### config.mk
export PLATFORM = sky130hd
export DESIGN_NAME = imm_encoder
export DESIGN_NICKNAME = d
export VERILOG_FILES = /design/src/rtl/imm_encoder.sv
export SDC_FILE = /design/constraint.sdc
export NUM_CORES = 1
export LEC_CHECK = 0
export BUFFER_PORTS_ARGS = -buffer_cell sky130_fd_sc_hd__clkbuf_2
export CORE_MARGIN = 10
export CORE_UTILIZATION = 30
export DETAILED_ROUTE_END_ITERATION = 10
export PLACE_DENSITY = 0.59
export SLEW_MARGIN = 20
export SYNTH_ARGS = -nofsm -noshare
export SYNTH_HDL_FRONTEND = slang
export SYNTH_SLANG_ARGS = --single-unit
### constraint.sdc
create_clock -name clk -period 2.97 [get_ports clk]
set_input_delay 0.891 -clock clk [delete_from_list [all_inputs] [get_ports clk]]
set_output_delay 0.891 -clock clk [all_outputs]
set_load 0.1 [all_outputs]
### src/rtl/imm_encoder.sv
// rtl/imm_encoder.sv - immediate-field encoder: rotated 8-bit search, 12-bit and 24-bit branch range checks
module imm_encoder (
  input  logic        clk,
  input  logic        reset,
  input  logic        start,
  input  logic [1:0]  ImmSrc,
  input  logic [31:0] Value,
  output logic        busy,
  output logic        done,
  output logic        ok,
  output logic [23:0] Instr
);

  typedef enum logic [1:0] {IDLE, SEARCH, CHECK, DONE} state_t;

  state_t      state, state_next;
  logic [31:0] val;
  logic [1:0]  src;
  logic [3:0]  r;
  logic [63:0] dbl;
  logic [31:0] cand;
  logic        hit;
  logic        chk_ok;
  logic [23:0] chk_instr;

  // Rotate-left by 2*r: upper half of the doubled word shifted left.
  assign dbl  = {val, val} << {r, 1'b0};
  assign cand = dbl[63:32];
  assign hit  = (cand[31:8] == 24'd0);

  assign busy = (state != IDLE);
  assign done = (state == DONE);

  always_comb begin
    chk_ok    = 1'b0;
    chk_instr = 24'd0;
    case (src)
      2'b01: begin
        chk_ok    = (val[31:12] == 20'd0);
        chk_instr = {12'd0, val[11:0]};
      end
      2'b10: begin
        chk_ok    = (val[1:0] == 2'b00) && ((val[31:25] == 7'h00) || (val[31:25] == 7'h7F));
        chk_instr = val[25:2];
      end
      default: begin
        chk_ok    = 1'b0;
        chk_instr = 24'd0;
      end
    endcase
  end

  always_comb begin
    state_next = state;
    case (state)
      IDLE:    if (start) state_next = (ImmSrc == 2'b00) ? SEARCH : CHECK;
      SEARCH:  if (hit || (r == 4'd15)) state_next = DONE;
      CHECK:   state_next = DONE;
      DONE:    state_next = IDLE;
      default: state_next = IDLE;
    endcase
  end

  always_ff @(posedge clk) begin
    if (reset) begin
      state <= IDLE;
      val   <= 32'd0;
      src   <= 2'b00;
      r     <= 4'd0;
      ok    <= 1'b0;
      Instr <= 24'd0;
    end else begin
      state <= state_next;
      case (state)
        IDLE: begin
          if (start) begin
            val <= Value;
            src <= ImmSrc;
            r   <= 4'd0;
          end
        end
        SEARCH: begin
          if (hit) begin
            ok    <= 1'b1;
            Instr <= {12'd0, r, cand[7:0]};
          end else if (r == 4'd15) begin
            ok    <= 1'b0;
            Instr <= 24'd0;
          end else begin
            r <= r + 4'd1;
          end
        end
        CHECK: begin
          ok    <= chk_ok;
          Instr <= chk_ok ? chk_instr : 24'd0;
        end
        default: ;
      endcase
    end
  end

endmodule

# Word level (Yosys, flattened, before mapping)
# Index checks and enable logic that the tools add are counted.
# word_totals
in_bits	37
out_inout_bits	27
latch_bits	0
mem_bits_ro	0
mem_count	0
ff_bits	65
ram_bits	0
# op_classes
div_mod_pow	0
mul	0
n_lt_le_gt_ge	0
n_addsub	1
n_shift	1
n_reduce_logical	16
n_eq_ne	12
bitwise_logic	0
n_mux	17
# ops
operator	count
one-hot mux 24 bit (2 select lines)	2
two-way mux 24 bit	3
<< shifter 64 x 5 -> 64 bit	1
logical NOT 24 bit	1
logical NOT 20 bit	1
two-way mux 4 bit	3
inequality test 2 bit (second input constant)	4
one-hot mux 2 bit (4 select lines)	1
one-hot mux 4 bit (2 select lines)	1
== test 7 bit (second input constant)	1
logical NOT 7 bit	1
== test 2 bit (second input constant)	3
logical NOT 2 bit	3
two-way mux 2 bit	3
AND reduction 2 bit	3
nonzero test 2 bit	3
adder 4 x 1 -> 4 bit (second input constant)	1
== test 2 x 1 -> 1 bit (second input constant)	2
== test 4 bit (second input constant)	1
one-hot mux 1 bit (2 select lines)	2
AND reduction 4 bit	1
inequality test 3 bit (second input constant)	1
logical OR 1 bit	2
two-way mux 1 bit	2
logical AND 1 bit	1

# Logic depth before layout (Yosys ltp)
# Gate-level depths: netlist (run 1).
# logic_depth
ltp_word	6
mapped_depth	13
mapped_depth_nobuf	10

# Least setup slack after synthesis (run 1)
# OpenSTA, ideal clock, no wires.
# synth_path
path_type	flip-flop to flip-flop
from	register r[0]
to	register Instr[12]
setup_slack_ns	-0.191
path_stages_with_launch	11
arrival_time_ns	3.089
n_path_buf	2
synth_period_minus_slack_ns	3.161
setup_time_ns	0.072
cell_sequence	dfxtp_1 -> buf_2 -> mux4_2 -> or3_1 -> a211oi_2 -> nor2_1 -> o41a_1 -> a211oi_4 -> a2bb2oi_4 -> buf_6 -> mux2i_1
# synth_via
elab_chain_len	4
# synth_rtl
item	line_no	text
start, declared	19	logic [3:0] r;
start signal, assigned	90	r <= r + 4'd1;
<< shifter 64 x 5 -> 64 bit	27	assign dbl = {val, val} << {r, 1'b0};
logical NOT 24 bit	29	assign hit = (cand[31:8] == 24'd0);
inequality test 3 bit (no line) / two-way mux 24 bit (equally long branches)	n/a	
AND reduction 2 bit (no line) / one-hot mux 24 bit (2 select lines) (equally long branches)	n/a	
end signal, assigned	85	Instr <= {12'd0, r, cand[7:0]};
end signal, assigned	95	Instr <= chk_ok ? chk_instr : 24'd0;
end, declared	11	output logic [23:0] Instr
# Several ways; a longest one is shown, not always the timed one.
# A chain may end at the register's enable or synchronous reset.

# Final worst setup path (run 1)
# layout_path
from	register r[1]
to	register Instr[10]
# The elaborated chain is that of the path after synthesis.

==> key figures, run 1 <==
Die
  – Die H: 145 um
  – Ports: 64
  – DIE WIDTH: between 100 and 150 um
  – Core box area: 0.0153 sq mm
  – DIE AREA: approximately 0.021 sq mm
  – Cell row count: 45
  – Initial cell density of the core: a little under a third

GRT
  – Total GRT Usage: between 10% and 20%
  – Pin count of the biggest net entering global routing: 41
  – Global-route wire length before repair: 28000 um
  – Initial antenna violation count: 0
  – GRT overflow: 0
  – Vias in the first global route: ~4900

Setup path
  – Crit Path Max Fanout: 6
  – Crit end category: register
  – Critical path class: register to register
  – Reg-to-reg setup timing slack: -0.10 ns
  – WP data arrival: approximately 3.4 ns
  – Reg2Reg Capture Point: Instr[10]
  – Worst r2r src: r[1]
  – Worst r2r path cells: 13
  – Req. time, crit path: between 3 and 4 ns
  – Critical Path Source Type: register

Synthesis
  – Synth Net Count: 625
  – Post-synthesis sequential area ratio: 27.8%
  – Top-area cell type share of the netlist area: 27.8%
  – Simple-gate portion of the synthesized area: 22.5%
  – Multiplexer share of the synthesized area: 20.0%
  – Commonest cells in the netlist: nand2_1 (112), dfxtp_1 (65), a21oi_1 (59)
  – Register bit total from synthesis: between 60 and 70
  – Compound-Gate Fraction of Synth Area: around a fifth
  – Cells after Synth: 581
  – Synth Area in XOR/XNOR: 0.187%
  – Mean Syn Cell Area: slightly above 8 sq um
  – Mapped Area: 0.00468 sq mm
  – Yosys warns: 0
  – Largest family of logic cells by synthesized area: simple AND/OR/NAND/NOR gates
  – Top-count cell post-synth: nand2_1
  – Ys flop type: dfxtp_1
  – Largest area contributor in the synthesized netlist: dfxtp_1
  – Count of different cell masters after synthesis: 56
  – Async SR Flop Fraction: 0%
  – Post-synth EDFFs: 0
  – Area contributors post-synth: dfxtp_1 (28%), mux4_2 (11%), nand2_1 (9.0%), mux2i_1 (7.9%), a21oi_1 (6.3%)
  – Synth Area in Adders: 1.87%

Outcome
  – Status: finished with violations
  – Failing checks: negative setup slack

Timing
  – Final setup violation count: 24
  – Final critical-path required period: 3.07 ns
  – Max Slew Vio Count: 0
  – Final Cycle Share: 103%
  – Worst clock skew: between 0.009 and 0.01 ns
  – Rel. slew slack: 55.4%
  – Final Hold Viols: 0
  – Setup WS post-layout: -0.104 ns
  – RSZ-0062 raised after global routing: true
  – Peak Freq: 325 MHz
  – Hold WS: roughly 0.46 ns
  – Worst-Margin Slew: 0.669 ns

Cells and area
  – Fill count: 1570
  – Sequential Area: 0.00131 sq mm
  – # diodes: 0
  – Area occupied by multi-input gates: 0.00312 sq mm
  – Post-route cell area: ~0.006 sq mm
  – Syn-to-layout area delta: 31.7%
  – Share of cells above drive strength 1: 31.8%
  – Fin nets: 730
  – Final Util: 40.4%

Clock network
  – Clk_lat worst skew: roughly 0.35 ns
  – Clock buffer depth: 2
  – Clock Sink Count: 65
  – TritonCTS clock tree: built
  – Clock Pin Slew Worst Setup and Hold Paths: 0.06 ns
  – Root buffer cell: clkbuf_16
  – CTS buffer count: 9
  – H-tree depth: 3
  – CTS Hold Bufs: 0

Run
  – MaxCap Viol Count: 0

Hold path
  – Hold path startpoint: Instr[13]
  – Worst Hold Depth: 2
  – Hold Path Class: register to register
  – Hold Path End: Instr[13]

Power
  – VDD IR-drop max: 0.615 mV
  – P_leak: about 2.4 nW
  – PwrDens: ~850 mW/mm^2
  – Tot Pwr: 5.21 mW

Route
  – Residual DRC count: 0
  – TritonRoute pass-1 iters: 7
  – Drt total wl: 17800 um
  – Vias after detailed routing: approximately 5000
  – Avg WL per Cell: ~20 um
  – Iter 0 DRT Violations: slightly below 700
  – Vias per cell: around 5.5
  – Post-DRT Antenna Nets: 0

Place
  – Gp weighted congestion: ~0.94
  – IO buf count: 63
  – Dpl hpwl: 13400 um
  – Placed cell areas: 0.00571 sq mm
per-layer routing:
metal	wire [um]	vias up	global-route usage (%)	part of all wire, %
met1	7840	2404	22.6	44
met2	8370	211	27.9	47
met4	342	0	5.85	1.9
met5	0	-	0	0
li1	-	2344	-	-
met3	1250	27	3.32	7.0
timing repair:
item / CTS / global route
cloned: 2 / 1
pin swaps: 19 / 2
hold endpoints to repair: 0 / 0
setup endpoints to repair: 30 / 30
gates resized for setup: 12 / 12
buffers inserted: 6 / 1
report_power, final:
| group | switching, mW | internal, mW | leakage [nW] | total (mW) |
|---|---|---|---|---|
| Sequential | 0.256 | 1.06 | 0.533 | 1.31 |
| Clock | 0.414 | 0.561 | 0.131 | 0.975 |
| Combinational | 1.86 | 1.06 | 1.73 | 2.92 |
| Total | 2.54 | 2.67 | 2.40 | 5.21 |
area by class of cell:
cell class | instances | area share (%)
Timing Repair Buffer | 156 | 18.4
Clock inverter | 7 | 0.772
Tap cell | 211 | 4.29
Sequential cell | 65 | 21.2
Multi-Input combinational cell | 439 | 50.7
Inverter | 15 | 0.914
Clock buffer | 9 | 3.66
critical path: stages, from the launching register on:
cell,delay [ns]
dfxtp_4,0.39
buf_12,0.13
buf_4,0.14
mux4_2,0.52
buf_4,0.15
mux2i_1,0.26
nand2_1,0.12
a21oi_1,0.18
a2bb2oi_2,0.11
buf_4,0.16
a2111oi_4,0.37
buf_4,0.20
a222oi_1,0.10
a21oi_1,0.17
logic make-up after synthesis:
group | count (synthesis)
compound gates | 135
flops | 65
simple gates | 232
buf+inv | 77
xor+xnor | 1
mux | 64
fa+ha+maj | 7
sequential cells by signal (all words and copies together) (netlist names):
register,count
ok,1
val,32
src,2
Instr,24
r,4
state,2
how the worst max path moves through the flow:
stage,end,cells after the start,from
CTS,Instr[21],10,r[0]
global route,Instr[6],13,r[1]
detailed placement,Instr[21],11,r[0]
global placement,r[0],10,r[0]
finish,Instr[10],13,r[1]
floorplan,Instr[12],12,r[1]
per-stage QoR:
stage / std cells / setup TNS (ns) / worst slack [ns]
final: 902 / -1.03 / -0.104
after CTS: 901 / -1.19 / -0.0692
after detailed placement: 877 / -4.84 / -0.205
after global placement: 877 / -4.38 / -0.189
after floorplan: 581 / 0 / 0.00373
after global routing: 902 / -3.40 / -0.155
cells in the final DEF (no fill, tap or decap), types with 3 or more instances in the layout:
cell / netlist / layout
nor2_1: 28 / 28
a31oi_1: 5 / 5
nand2_1: 112 / 112
o311ai_0: 13 / 13
buf_12: 0 / 7
clkbuf_2: 1 / 63
a21oi_1: 59 / 58
inv_1: 14 / 14
nand3_1: 24 / 24
buf_6: 1 / 4
nor4_1: 3 / 3
nand2b_1: 4 / 4
nor3_1: 23 / 22
clkinv_2: 0 / 3
a211oi_1: 7 / 6
mux2_2: 4 / 3
and2_1: 4 / 4
nand4_1: 4 / 4
ha_1: 7 / 7
clkbuf_16: 0 / 10
a222oi_1: 11 / 11
mux2i_1: 37 / 36
o211ai_1: 4 / 4
dfxtp_1: 65 / 63
o22ai_1: 3 / 3
or3_1: 20 / 19
nor3b_1: 5 / 4
o21ai_0: 9 / 9
buf_4: 4 / 81
mux4_2: 23 / 23
Note: power is estimated with default switching activity, not from simulation.
==> run 2: changes to the inputs <==
- HOLD_SLACK_MARGIN: default -> 0.06
- TNS_END_PERCENT: default -> 5
==> run 2 against run 1 <==
Design area is essentially flat. Via count is 0.42% lower. Global-route usage hardly changed. Worst hold slack gained 0.0024 ns. Largest cell class unchanged. Cell count down 0.22%. Maximum frequency is 2.0% higher. The flow still finishes with violations (negative setup slack). Sequential cell count did not move. Clock skew about the same.
==> key figures, run 2 (same netlist as run 1, synthesis figures left out) <==
Setup path
  – CP Buf/Inv Count: 5
  – Top delay family on crit path: compound AO/OA/AOI/OAI gates
  – Slowest stage delay, CP: 0.52 ns
  – Crit end category: register
  – Req. time, crit path: 3.25 ns
  – CP Cell Sequence: buf_12 > buf_4 > mux4_2 > buf_4 > mux2i_2 > nand2_1 > a21oi_1 > a2bb2oi_2 > buf_4 > a2111oi_4 > buf_4 > a222oi_1 > a21oi_1
  – Crit-path slowest cell: mux4_2
  – Crit-path most repeated cell: buf_4
  – WP data arrival: between 3 and 4 ns
  – Critical path class: register to register
  – Critical Path Source Type: register
  – Crit Path Max Fanout: 6

Route
  – Residual DRC count: 0
  – Iter 0 DRT Violations: 694
  – Vias after detailed routing: 4965
  – Vias per cell: roughly 5.5
  – Avg WL per Cell: 19.8 um
  – Post-DRT Antenna Nets: 0
  – TritonRoute pass-1 iters: 7
  – Drt total wl: 17800 um

Timing
  – Final Hold Viols: 0
  – Setup TNS: -0.270 ns
  – Setup WS post-layout: -0.0425 ns
  – Max Slew Vio Count: 0
  – Worst clock skew: 0.00919 ns
  – Worst-Margin Slew: 0.665 ns
  – Final setup violation count: 13
  – RSZ-0062 raised after global routing: true
  – Final Cycle Share: 101%
  – Peak Freq: 332 MHz
  – Final critical-path required period: 3.01 ns
  – Rel. slew slack: between 50% and 60%

Run
  – MaxCap Viol Count: 0

Cells and area
  – Most common cell after layout, fill and taps aside: nand2_1
  – Post-route cell area: 0.00616 sq mm
  – # diodes: 0
  – Top reg by flops: val
  – Most frequent cells in the layout: nand2_1 (112), buf_4 (78), dfxtp_1 (63), clkbuf_2 (63), a21oi_1 (55)
  – Fin nets: 728
  – Biggest regs: val (32), Instr (24), r (4)
  – Final Util: 40.4%
  – Syn-to-layout area delta: 31.7%
  – Max reg flops: 32
  – Share of cells above drive strength 1: 32.2%

Die
  – DIE AREA: 0.0210 sq mm
  – Cell row count: 45
  – Ports: between 60 and 70
  – Initial cell density of the core: 30.7%
  – Die H: ~140 um
  – DIE WIDTH: 145 um
  – Core box area: 0.0153 sq mm

Place
  – Placed cell areas: around 0.0057 sq mm
  – Gp weighted congestion: roughly 0.94
  – IO buf count: 63
  – Dpl hpwl: 13400 um

GRT
  – Pin count of the biggest net entering global routing: 41
  – Met1 usage: 22.8%
  – Total GRT Usage: 17.3%
  – Initial antenna violation count: 0
  – Global-route wire length before repair: 28000 um
  – Vias in the first global route: approximately 4900
  – M2 GR Usage: 27.9%
  – GRT overflow: 0
  – Grt peak-use layer: met2
  – Grt met3 use: about 3.3%

Clock network
  – H-tree depth: 3
  – Root buffer cell: clkbuf_16
  – CTS buffer count: 9
  – Clock Sink Count: 65
  – TritonCTS clock tree: built
  – Clock buffer depth: 2
  – Clk_lat worst skew: 0.35 ns
  – Clock Pin Slew Worst Setup and Hold Paths: 0.06 ns

Hold path
  – Hold Path Class: register to register

Power
  – Tot Pwr: around 5.3 mW
  – P_leak: 2.38 nW
  – PwrDens: 855 mW/mm^2
  – VDD IR-drop max: ~0.65 mV

Outcome
  – Status: finished with violations
  – Failing checks: negative setup slack
==> run 2: worst min-delay path, delay by kind of cell, from the launching register on <==
kind | cells | cell delay (ns)
AND/OR/NAND/NOR | 1 | 0.05
multiplexers | 1 | 0.05
flip-flops | 1 | 0.31
==> run 2: path summary, 6_finish.rpt <==
path	startpoint	endpoint	slack, ns	cells after the start
max	r[1]	Instr[2]	-0.04	13
min	Instr[15]	Instr[15]	0.46	2
max reg2reg	r[1]	Instr[2]	-0.04	13
min reg2reg	Instr[15]	Instr[15]	0.46	2
==> run 2: per-stage QoR <==
step	hold WS (ns)	setup WS, ns	std cells
floorplan	0.453	0.00373	581
global placement	0.446	-0.189	877
detailed placement	0.451	-0.205	877
CTS	0.460	-0.0692	900
global route	0.485	-0.147	900
finish	0.459	-0.0425	900
==> run 2: final cells by class <==
type,count,area (sq um)
timing repair buffer,154,1120
clock buffer,9,225
inverter,15,56.3
clock inverter,7,47.5
tap,211,264
sequential,65,1310
multi-input combinational,439,3140
fill,1564,9090
==> run 2: per-layer routing <==
metal / share of wire [%] / up-vias
met4: 2.1 / 0
met5: 0 / -
li1: - / 2341
met3: 7.0 / 31
met1: 44 / 2390
met2: 46 / 203
==> run 2: report_power, final <==
group | switching [mW] | internal (mW)
registers | 0.256 | 1.06
clock network | 0.415 | 0.561
logic | 1.89 | 1.09
==> run 2: repair_timing <==
item                       4_1_cts  5_1_grt
hold buffers                     0        0
gates resized for setup         13       16
setup buffers                    5        0
setup endpoints to repair       30       30
cloned                           2        0
pin swaps                       17        1
==> run 3: changes to the inputs <==
- CORE_UTILIZATION: 30 -> 51
- PLACE_DENSITY: 0.59 -> 0.85
==> run 3 against run 2 <==
The flow still finishes with violations (negative setup slack). Cell count decreased by 11%. Utilization is 28 points higher. Global-route usage is 8.4 points higher. First-iteration DRC count down 6.1%. Die area fell by 36%. Clock skew increased by 0.0031 ns.
==> key figures, run 3 (same netlist as run 1, synthesis figures left out) <==
Timing
  – Worst clock skew: ~0.012 ns
  – RSZ-0062 raised after global routing: true
  – Peak Freq: 319 MHz
  – Final Cycle Share: 106%
  – Max Slew Vio Count: 0
  – Final Hold Viols: 0
  – Setup WS post-layout: -0.170 ns
  – Final critical-path required period: roughly 3.1 ns
  – Worst-Margin Slew: ~0.66 ns
  – Final setup violation count: 26
  – Rel. slew slack: 55.8%
  – Hold WS: 0.460 ns

Cells and area
  – Post-route cell area: 0.00602 sq mm
  – Share of cells above drive strength 1: about a third
  – Top reg by flops: val
  – Most common cell after layout, fill and taps aside: nand2_1
  – Biggest regs: val (32), Instr (24), r (4)
  – Fin nets: 734
  – Max reg flops: 32
  – Syn-to-layout area delta: 28.6%
  – Most frequent cells in the layout: nand2_1 (112), buf_4 (83), dfxtp_1 (63), clkbuf_2 (63), a21oi_1 (56)
  – # diodes: 0
  – Final Util: 68.3%

Place
  – Placed cell areas: 0.00556 sq mm
  – IO buf count: 63
  – Dpl hpwl: 12600 um
  – Gp weighted congestion: 1.01
  – Dpl ws: -0.206 ns

Power
  – P_leak: between 2 and 2.5 nW
  – Tot Pwr: slightly above 5 mW
  – PwrDens: 856 mW/mm^2
  – VDD IR-drop max: 0.537 mV

Setup path
  – Critical path class: register to register
  – Crit-path slowest cell: mux4_2
  – WP data arrival: 3.43 ns
  – CP Cell Sequence: mux4_2 > or3_4 > a211oi_4 > nor2_1 > o41a_1 > a211oi_4 > buf_6 > a2bb2oi_4 > clkbuf_16 > mux2i_1
  – Req. time, crit path: 3.26 ns
  – Crit-path most repeated cell: a211oi_4
  – Crit Path Max Fanout: 6
  – Slowest stage delay, CP: 0.52 ns
  – Critical Path Source Type: register
  – Crit end category: register

Die
  – Cell row count: 34
  – Core box area: ~0.009 sq mm
  – Die H: about 120 um
  – DIE WIDTH: ~120 um
  – DIE AREA: 0.0134 sq mm
  – Initial cell density of the core: between 50% and 60%
  – Ports: 64

GRT
  – Initial antenna violation count: 0
  – Pin count of the biggest net entering global routing: 40
  – Total GRT Usage: between 20% and 30%
  – Vias in the first global route: approximately 5000
  – Global-route wire length before repair: 26900 um
  – GRT overflow: 0

Clock network
  – H-tree depth: 3
  – Clock Sink Count: 65
  – CTS buffer count: 9
  – TritonCTS clock tree: built
  – Root buffer cell: clkbuf_8
  – Clock Pin Slew Worst Setup and Hold Paths: 0.08 ns
  – Clk_lat worst skew: approximately 0.36 ns
  – CTS Hold Bufs: 0
  – Clock buffer depth: 2

Route
  – Drt total wl: 17500 um
  – Vias after detailed routing: 5215
  – Vias per cell: 6.51
  – Residual DRC count: 0
  – Avg WL per Cell: around 22 um
  – TritonRoute pass-1 iters: 6
  – Post-DRT Antenna Nets: 0
  – Iter 0 DRT Violations: approximately 650

Run
  – MaxCap Viol Count: 0

Outcome
  – Status: finished with violations
  – Failing checks: negative setup slack

Hold path
  – Hold Path Class: register to register
==> run 3: metal layers <==
| metal | wire [um] | global-route usage [%] |
|---|---|---|
| met1 | 6910 | 32.5 |
| met2 | 8350 | 41.9 |
| met3 | 1620 | 5.84 |
| met4 | 659 | 9.76 |
| met5 | 0 | 0 |
==> run 3: critical path: cells and delay by family, from the launching register on <==
family                 cells  cell delay (ns)
flip-flops                 1             0.40
AO/OA/AOI/OAI              4             1.07
multiplexers               2             0.72
buffers and inverters      2             0.38
AND/OR/NAND/NOR            2             0.49
==> run 3: what timing repair did <==
action,4_1_cts,5_1_grt
pin swaps,18,10
gates cloned,1,2
setup endpoints to repair,31,31
buffers inserted,3,7
gates resized for setup,8,25
==> run 3: worst paths after layout <==
kind             start         to  slack [ns]  cells past startpoint
max               r[0]  Instr[13]       -0.17                     10
min reg2reg  Instr[23]  Instr[23]        0.46                      2
min          Instr[23]  Instr[23]        0.46                      2
max reg2reg       r[0]  Instr[13]       -0.17                     10
==> run 3: power by group <==
part           switching [mW]  leakage (nW)  internal, mW  total (mW)
Combinational            1.92          1.77          1.14        3.06
Clock                   0.371        0.0978         0.397       0.768
Sequential              0.261         0.533          1.06        1.32
Total                    2.56          2.40          2.59        5.15
==> run 3: final cells by class <==
cell class,instances,area (sq um)
inverters,15,56.3
clock inverters,4,45.0
repair buffers,160,1190
flip-flops and latches,65,1310
clock buffers,10,138
fillers,745,2790
well taps,108,135
multi-input cells,439,3150
==> run 3: through the flow <==
step | std cells | TNS (ns)
2_1_floorplan | 581 | 0
3_3_place_gp | 774 | -3.05
3_5_place_dp | 774 | -3.79
4_1_cts | 792 | -1.27
5_1_grt | 801 | -4.02
6_report | 801 | -2.59
